**src/rtl/core_ctrl_pkg.sv**
```systemverilog
// Shared types and constants for the pipeline hazard/sequencing controller.
package core_ctrl_pkg;

   localparam int unsigned REG_W = 5;
   localparam logic [REG_W-1:0] REG_ZERO = 5'd0;

   typedef enum logic [1:0] {
      RUN         = 2'd0,
      MULDIV      = 2'd1,
      REDIR_DRAIN = 2'd2
   } ctrl_state_e;

   typedef struct packed {
      logic stall;
      logic flush;
   } pipe_ctrl_t;

endpackage

```
**src/rtl/hazard_detect.sv**
```systemverilog
// Load-use hazard compare between the E-stage load and the D-stage sources.
module hazard_detect
   import core_ctrl_pkg::*;
(
   input  logic [REG_W-1:0] d_rs1,
   input  logic [REG_W-1:0] d_rs2,
   input  logic             d_use_rs1,
   input  logic             d_use_rs2,
   input  logic [REG_W-1:0] e_rd,
   input  logic             e_reg_write,
   input  logic             e_is_load,
   output logic             load_use_c
);

   logic rs1_hit;
   logic rs2_hit;

   always_comb begin
      rs1_hit    = d_use_rs1 & (d_rs1 == e_rd);
      rs2_hit    = d_use_rs2 & (d_rs2 == e_rd);
      load_use_c = e_is_load & e_reg_write & (e_rd != REG_ZERO) & (rs1_hit | rs2_hit);
   end

endmodule

```
**src/rtl/hazard_ctrl.sv**
```systemverilog
// Pipeline hazard controller: priority-encoded stall/flush generation,
// mul/div occupancy sequencing and redirect drain for the 6-stage core.
module hazard_ctrl
   import core_ctrl_pkg::*;
#(
   parameter int unsigned MULDIV_LAT = 4,
   parameter int unsigned CNT_W      = 32
)(
   input  logic             clk,
   input  logic             rst,
   input  logic [REG_W-1:0] d_rs1,
   input  logic [REG_W-1:0] d_rs2,
   input  logic             d_use_rs1,
   input  logic             d_use_rs2,
   input  logic [REG_W-1:0] e_rd,
   input  logic             e_reg_write,
   input  logic             e_is_load,
   input  logic             e_is_muldiv,
   input  logic             e_redirect,
   input  logic             imem_ready,
   input  logic             m_mem_req,
   input  logic             dmem_ready,
   output logic             pc_stall,
   output logic             pc_redirect,
   output logic             f1_f2_stall,
   output logic             f1_f2_flush,
   output logic             f2_d_stall,
   output logic             f2_d_flush,
   output logic             d_e_stall,
   output logic             d_e_flush,
   output logic             e_m_stall,
   output logic             e_m_flush,
   output logic             m_w_flush,
   output logic             muldiv_busy,
   output logic [CNT_W-1:0] perf_stall_cnt
);

   localparam int unsigned MD_CNT_W = (MULDIV_LAT > 2) ? $clog2(MULDIV_LAT - 1) : 1;
   localparam logic [MD_CNT_W-1:0] MD_INIT = MD_CNT_W'(MULDIV_LAT - 2);

   ctrl_state_e         state;
   ctrl_state_e         state_nxt;
   logic [MD_CNT_W-1:0] cnt;
   logic [MD_CNT_W-1:0] cnt_nxt;

   logic       dwait;
   logic       mdbusy;
   logic       md_release;
   logic       load_use;
   logic       pc_hold;
   logic       redirect;
   logic       busy;
   logic       mw_bubble;
   pipe_ctrl_t f1_f2;
   pipe_ctrl_t f2_d;
   pipe_ctrl_t d_e;
   pipe_ctrl_t e_m;

   hazard_detect u_hazard_detect (
      .d_rs1       (d_rs1),
      .d_rs2       (d_rs2),
      .d_use_rs1   (d_use_rs1),
      .d_use_rs2   (d_use_rs2),
      .e_rd        (e_rd),
      .e_reg_write (e_reg_write),
      .e_is_load   (e_is_load),
      .load_use_c  (load_use)
   );

   // Raw hazard conditions from registered state and live inputs
   always_comb begin
      dwait      = m_mem_req & ~dmem_ready;
      md_release = (state == MULDIV) && (cnt == '0);
      mdbusy     = ((state == RUN) && e_is_muldiv) || ((state == MULDIV) && (cnt != '0));
   end

   // State register and mul/div occupancy counter
   always_ff @(posedge clk or posedge rst) begin
      if (rst) begin
         state <= RUN;
         cnt   <= '0;
      end else begin
         state <= state_nxt;
         cnt   <= cnt_nxt;
      end
   end

   // Next-state: a deferred (lower-priority) event never changes state
   always_comb begin
      state_nxt = state;
      cnt_nxt   = cnt;
      case (state)
         RUN: begin
            if (!dwait) begin
               if (e_is_muldiv) begin
                  state_nxt = MULDIV;
                  cnt_nxt   = MD_INIT;
               end else if (e_redirect && !imem_ready) begin
                  state_nxt = REDIR_DRAIN;
               end
            end
         end
         MULDIV: begin
            if (cnt != '0) begin
               cnt_nxt = cnt - MD_CNT_W'(1);
            end
            // Released instruction leaves E; its muldiv flag must not retrigger
            if (md_release && !dwait) begin
               state_nxt = (e_redirect && !imem_ready) ? REDIR_DRAIN : RUN;
            end
         end
         REDIR_DRAIN: begin
            state_nxt = imem_ready ? RUN : REDIR_DRAIN;
         end
         default: begin
            state_nxt = RUN;
            cnt_nxt   = '0;
         end
      endcase
   end

   // Priority encoder: only the highest active condition acts this cycle
   always_comb begin
      pc_hold   = 1'b0;
      redirect  = 1'b0;
      busy      = 1'b0;
      mw_bubble = 1'b0;
      f1_f2     = '0;
      f2_d      = '0;
      d_e       = '0;
      e_m       = '0;

      if (dwait) begin
         pc_hold     = 1'b1;
         f1_f2.stall = 1'b1;
         f2_d.stall  = 1'b1;
         d_e.stall   = 1'b1;
         e_m.stall   = 1'b1;
         mw_bubble   = 1'b1;
      end else if (mdbusy) begin
         pc_hold     = 1'b1;
         f1_f2.stall = 1'b1;
         f2_d.stall  = 1'b1;
         d_e.stall   = 1'b1;
         e_m.flush   = 1'b1;
         busy        = 1'b1;
      end else if (e_redirect) begin
         redirect    = 1'b1;
         f1_f2.flush = 1'b1;
         f2_d.flush  = 1'b1;
         d_e.flush   = 1'b1;
      end else if (load_use) begin
         pc_hold     = 1'b1;
         f1_f2.stall = 1'b1;
         f2_d.stall  = 1'b1;
         d_e.flush   = 1'b1;
      end else if (!imem_ready) begin
         pc_hold     = 1'b1;
         f1_f2.flush = 1'b1;
      end

      // Squash the wrong-path fetch still in flight after a redirect
      if (state == REDIR_DRAIN) begin
         pc_hold     = 1'b0;
         f1_f2.flush = 1'b1;
      end
   end

   // Output stage: flush wins over stall on a register; reset forces bubbles
   always_comb begin
      pc_stall    = pc_hold;
      pc_redirect = redirect;
      f1_f2_stall = f1_f2.stall & ~f1_f2.flush;
      f1_f2_flush = f1_f2.flush;
      f2_d_stall  = f2_d.stall & ~f2_d.flush;
      f2_d_flush  = f2_d.flush;
      d_e_stall   = d_e.stall & ~d_e.flush;
      d_e_flush   = d_e.flush;
      e_m_stall   = e_m.stall & ~e_m.flush;
      e_m_flush   = e_m.flush;
      m_w_flush   = mw_bubble;
      muldiv_busy = busy;

      if (rst) begin
         pc_stall    = 1'b0;
         pc_redirect = 1'b0;
         f1_f2_stall = 1'b0;
         f1_f2_flush = 1'b1;
         f2_d_stall  = 1'b0;
         f2_d_flush  = 1'b1;
         d_e_stall   = 1'b0;
         d_e_flush   = 1'b1;
         e_m_stall   = 1'b0;
         e_m_flush   = 1'b1;
         m_w_flush   = 1'b1;
         muldiv_busy = 1'b0;
      end
   end

   // Count of PC-hold cycles, free-running wrap
   always_ff @(posedge clk or posedge rst) begin
      if (rst) begin
         perf_stall_cnt <= '0;
      end else if (pc_stall) begin
         perf_stall_cnt <= perf_stall_cnt + CNT_W'(1);
      end
   end

endmodule

```
**config.mk**
```make
export PLATFORM = sky130hd
export DESIGN_NAME = hazard_ctrl
export DESIGN_NICKNAME = d
export VERILOG_FILES = /design/src/rtl/core_ctrl_pkg.sv /design/src/rtl/hazard_detect.sv /design/src/rtl/hazard_ctrl.sv
export SDC_FILE = /design/constraint.sdc
export NUM_CORES = 1
export LEC_CHECK = 0
export ABC_AREA = 1
export BUFFER_PORTS_ARGS = -buffer_cell sky130_fd_sc_hd__clkbuf_2
export CORE_AREA = 3 3 108 110
export CTS_BUF_LIST = sky130_fd_sc_hd__clkbuf_4
export DETAILED_ROUTE_END_ITERATION = 6
export DIE_AREA = 0 0 111 113
export GPL_ROUTABILITY_DRIVEN = 0
export PLACE_DENSITY = 0.42
export SYNTH_ARGS = -nofsm -noshare
export SYNTH_HDL_FRONTEND = slang
export SYNTH_SLANG_ARGS = --single-unit
```
**constraint.sdc**
```tcl
create_clock -name clk -period 6.95 [get_ports clk]
set_clock_uncertainty 0.2 [all_clocks]
set_input_delay 1.0425 -clock clk [delete_from_list [all_inputs] [get_ports clk]]
set_output_delay 1.0425 -clock clk [all_outputs]
set_load 0.03 [all_outputs]
```
After elaboration in Yosys (flattened, before gate mapping)

Index checks and enable logic that the tools add are counted.

Logic and storage cells: 93
Flip-flop bits (word level): 36
Output and inout port bits: 44
Input port bits: 26

Eq/ne operators: 9
$add $sub $neg: 2
Reduce and logical (&&, ||, !) cells: 14
Multiplexer cells: 48
Bitwise operators: 17

Operator list:

| cell                                                                | number |
|---|---|
| 1-bit two-way mux                                                   | 37 |
| 32-bit by 1-bit adder with 32-bit output (second input constant)    | 1 |
| 2-bit two-way mux                                                   | 9 |
| 2-bit case mux with 3 select lines                                  | 2 |
| 1-bit AND                                                           | 10 |
| 5-bit == test                                                       | 2 |
| 1-bit inverter                                                      | 6 |
| 1-bit logical AND                                                   | 5 |
| 5-bit nonzero test                                                  | 1 |
| 2-bit zero test                                                     | 2 |
| 2-bit by 1-bit != test with 1-bit output (second input constant)    | 2 |
| 2-bit != test (second input constant)                               | 2 |
| 4-bit AND reduction                                                 | 1 |
| 3-bit by 2-bit != test with 1-bit output (second input constant)    | 1 |
| 3-bit AND reduction                                                 | 1 |
| 2-bit by 1-bit == test with 1-bit output (second input constant)    | 1 |
| 2-bit == test (second input constant)                               | 1 |
| 1-bit zero test                                                     | 2 |
| 2-bit nonzero test                                                  | 1 |
| 2-bit by 1-bit subtractor with 2-bit output (second input constant) | 1 |
| 1-bit logical OR                                                    | 1 |
| 1-bit bitwise OR                                                    | 1 |

Logic depth before layout (Yosys ltp)

Word-level depth: 12
Depth in mapped cells: 14

Modules after synthesis

Synthesis repeated with hierarchy kept, for this count alone.

Cells, all modules: 442
Area, all modules: 2736.4 µm²

Modules (own cells, without submodules):

| module        | sequential area each (µm²) | area an instance (µm²) | cells each | times used |
|---|---|---|---|---|
| hazard_ctrl   | 900.9                      | 2516.2                 | 386        | 1 |
| hazard_detect | 0.0                        | 220.2                  | 56         | 1 |

Worst setup path before layout

No wires, ideal clock.

Kind: input to output
Start point: in rst
End point: out f1_f2_stall
Data arrival time: 2.805 ns
Cell stages on the path: 6
Setup slack: 2.903 ns
Buffers on the path: 1
Cells stage by stage: inv_1 nand2_4 nor2_8 nand2_4 buf_2 inv_1

Cells in the longest elaborated chain, start to end: 1

RTL lines:

| item              | RTL line           | source |
|---|---|---|
| from (decl)       | hazard_ctrl.sv:10  | `input logic rst,` |
| 1-bit two-way mux | hazard_ctrl.sv:184 | `if (rst) begin` |
| to (decl)         | hazard_ctrl.sv:25  | `output logic f1_f2_stall,` |

Every way passes these cells.

Final worst setup path

Start point: in m_mem_req
End point: out pc_stall

Cells in the longest elaborated chain, start to end: 4

RTL lines:

| item              | RTL line           | source |
|---|---|---|
| from (decl)       | hazard_ctrl.sv:21  | `input logic m_mem_req,` |
| 1-bit AND         | hazard_ctrl.sv:72  | `dwait = m_mem_req & ~dmem_ready;` |
| 1-bit two-way mux | hazard_ctrl.sv:133 | `if (dwait) begin` |
| 1-bit two-way mux | hazard_ctrl.sv:163 | `if (state == REDIR_DRAIN) begin` |
| 1-bit two-way mux | hazard_ctrl.sv:184 |  |
| to (decl)         | hazard_ctrl.sv:23  | `output logic pc_stall,` |

Every way passes these cells.

==> results by group <==
STA
  – Relative slew margins: between 60% and 70%
  – Fmax: 257 MHz
  – Fin Setup TNS: 0 ps
  – Tcrit/Tclk final: 55.9%
  – Worst Tran Pin Value: 590 ps
  – Unrepaired setup endpoints after global routing: false
  – Final min period: 3890 ps
  – Final Slew Violations: 0
  – Endpoints failing setup: 0
  – Hold Violations, Final: 0

Setup path
  – Critical path class: in -> out
  – Setup crit end kind: output pin
  – Critical Path RT: 5710 ps
  – R2R cell count: 13
  – Startpoint types: input pin
  – Worst R2R Start: cnt[0]$_DFFE_PP0P_
  – CP max FO: 34
  – RR Endpoint: perf_stall_cnt[17]$_DFFE_PP0P_
  – Critical Path AT: roughly 2600 ps
  – Setup slack, reg-to-reg: around 4700 ps

Clocking
  – CTS buffer count: 5
  – CTS Hold Bufs: 0
  – CTS tree: yes
  – Bufs on Longest Clock Path: 2
  – Post-CTS Setup Bufs: 0
  – PostCTS Resize Cnt: 0
  – Clock H-tree levels: 2
  – Clock Latency Late Sink: ~330 ps
  – CTS root buffer: clkbuf_4
  – CTS Sinks: 36
  – Worst-path clk slew: 100 ps

Floorplan
  – Core area: around 0.011 sq mm
  – # rows: 38
  – Chip Height: 113 um
  – Die W: 111 um
  – Number of top-level pins: 70
  – Die ar.: approximately 0.013 sq mm
  – Initial core utilization: 24.7%

Layout
  – Cell area after layout: 0.00317 sq mm
  – Area Growth Syn to Fin: 18.9%
  – Layout cells sized above 1: 18.2%
  – # diodes: 0
  – # fillers: 1,221
  – Nets: 501

Logic synthesis
  – Synthesized Nets: roughly 430
  – Unique cell type count in the Yosys netlist: 26
  – Ranking of synthesized cells by area: dfrtp_1 34%, nand2_1 23%, nand3_1 7.9%
  – Mapped cell area: 0.00267 sq mm
  – Yosys top cell by area: dfrtp_1
  – #FFs+latches synth: 36
  – Post-synth EDFFs: 0
  – Yosys top cell area share: about 34%
  – Synth Instances: 405
  – Most frequent cell after synthesis: nand2_1
  – Top_reg_cell synth: dfrtp_1
  – Synth warn: 0
  – Register area share after synthesis: 33.8%
  – Fraction of registers with async set/reset: between 90% and 100%
  – Top cells by count, synth: 162 x nand2_1, 43 x nor2_1, 42 x nand3_1
  – Mean Syn Cell Area: 6.58 sq um

Worst hold path
  – Hold depth: 1
  – Hold Crit Class: reg -> reg
  – Min-delay src: cnt[0]$_DFFE_PP0P_
  – Hold Path Sink: cnt[0]$_DFFE_PP0P_

Global route
  – GR peak layer: met2
  – Vias in the first global route: 2,630
  – GRT Util Overall: between 10% and 20%
  – Met3 Resource Use GR: between 2 and 2.5%
  – Initial antenna violation count: 0
  – First-pass GRT wire length: 13,300 um
  – Grt met1 use: 17.0%
  – Grt ovf: 0
  – Met2 Track Usage GR: 21.3%
  – Largest net degree at the start of global routing: 40

Pwr
  – Leak: 0.00179 uW
  – VDD IR max: 0.0000650 V
  – Power per cell area: just over 200 mW/mm^2

Run
  – Max_cap viols: 0

Routing
  – TritonRoute pass-1 iters: 4
  – DR WL/cell: 12.6 um
  – Initial drt markers: 150
  – Routed wire length: 7740 um
  – Via count: 2,699
  – DRC: 0
  – Post-route ant nets: 0
  – Vias per Instance: ~4.4

Outcome
  – Status: finished clean

Placement
  – Post-DP HPWL: slightly above 6000 um
  – I/O Buffers: between 60 and 70
  – Dpl cell area: 0.00313 sq mm
## cell usage in the layout, fill, tap and decap left out, types with 6 or more instances in the layout
master	instances
nor2_1	43
dfrtp_1	36
xnor2_1	9
nand2_1	162
xor2_1	16
nor3_1	11
nand4_1	6
nand3_1	42
clkbuf_2	69
inv_1	37
## per-layer routing
| metal | vias to the layer above | share of wire, % |
|---|---|---|
| met1 | 1214 | 48 |
| met3 | 10 | 4.0 |
| met5 | - | 0 |
| met4 | 0 | 1.7 |
| met2 | 60 | 46 |
| li1 | 1415 | - |
## final cells by class
class | instances | area, sq um | share of cell area [%]
Timing Repair Buffer | 70 | 353 | 11.1
Clock inverter | 2 | 7.51 | 0.237
Sequential cell | 36 | 901 | 28.4
Clock buffer | 5 | 37.5 | 1.18
Multi-Input combinational cell | 322 | 1550 | 49.0
Inverter | 38 | 143 | 4.50
Tap cell | 140 | 175 | 5.52
## per-stage QoR
step	worst slack, ps	hold WS [ps]	util (%)	cells	power [uW]
after global routing	2850	355	29.4	613	700
after detailed placement	3020	291	29.0	606	550
after CTS	3030	306	29.4	613	659
final	3060	295	29.4	613	643
after floorplan	2900	257	-	405	488
after global placement	3050	285	29.0	606	548
## worst max-delay path by stage
| stage | from | cells past startpoint | slack (ps) | to |
|---|---|---|---|---|
| after floorplan | rst | 6 | 2900 | f1_f2_stall |
| after global placement | e_rd[2] | 12 | 3050 | pc_stall |
| after detailed placement | m_mem_req | 10 | 3020 | pc_stall |
| after CTS | m_mem_req | 10 | 3030 | pc_stall |
| after global routing | e_rd[4] | 12 | 2850 | pc_stall |
| final | m_mem_req | 10 | 3060 | pc_stall |
## power breakdown
part           leakage (uW)  total (uW)  switching [uW]  internal, uW
sequential         0.000491         263            32.2           231
combinational       0.00127         277             199          78.2
clock             0.0000261         103            67.3          35.3
total               0.00179         643             299           345
## kinds of logic (layout without fill, tap and decap cells)
kind of cell	Yosys count	count (layout)	share of synthesized area [%]
compound gates	11	11	2.30
fa+ha+maj	2	2	0.938
buf+inv	47	115	7.93
simple gates	284	284	46.8
xor+xnor	25	25	8.21
flops	36	36	33.8
## critical path: stages
cell and delay [ps]:
clkbuf_2 80, inv_1 30, nor2_1 240, nor2_4 90
nand2_2 100, nand2_4 80, nor2_8 120, nand2_4 230
nand2_4 350, clkbuf_2 280
## state kept, by name, summed over array words and instances, names as in the netlist
name and cells:
cnt 2, state 2, perf_stall_cnt 32
Note: power is estimated with default switching activity, not from simulation.
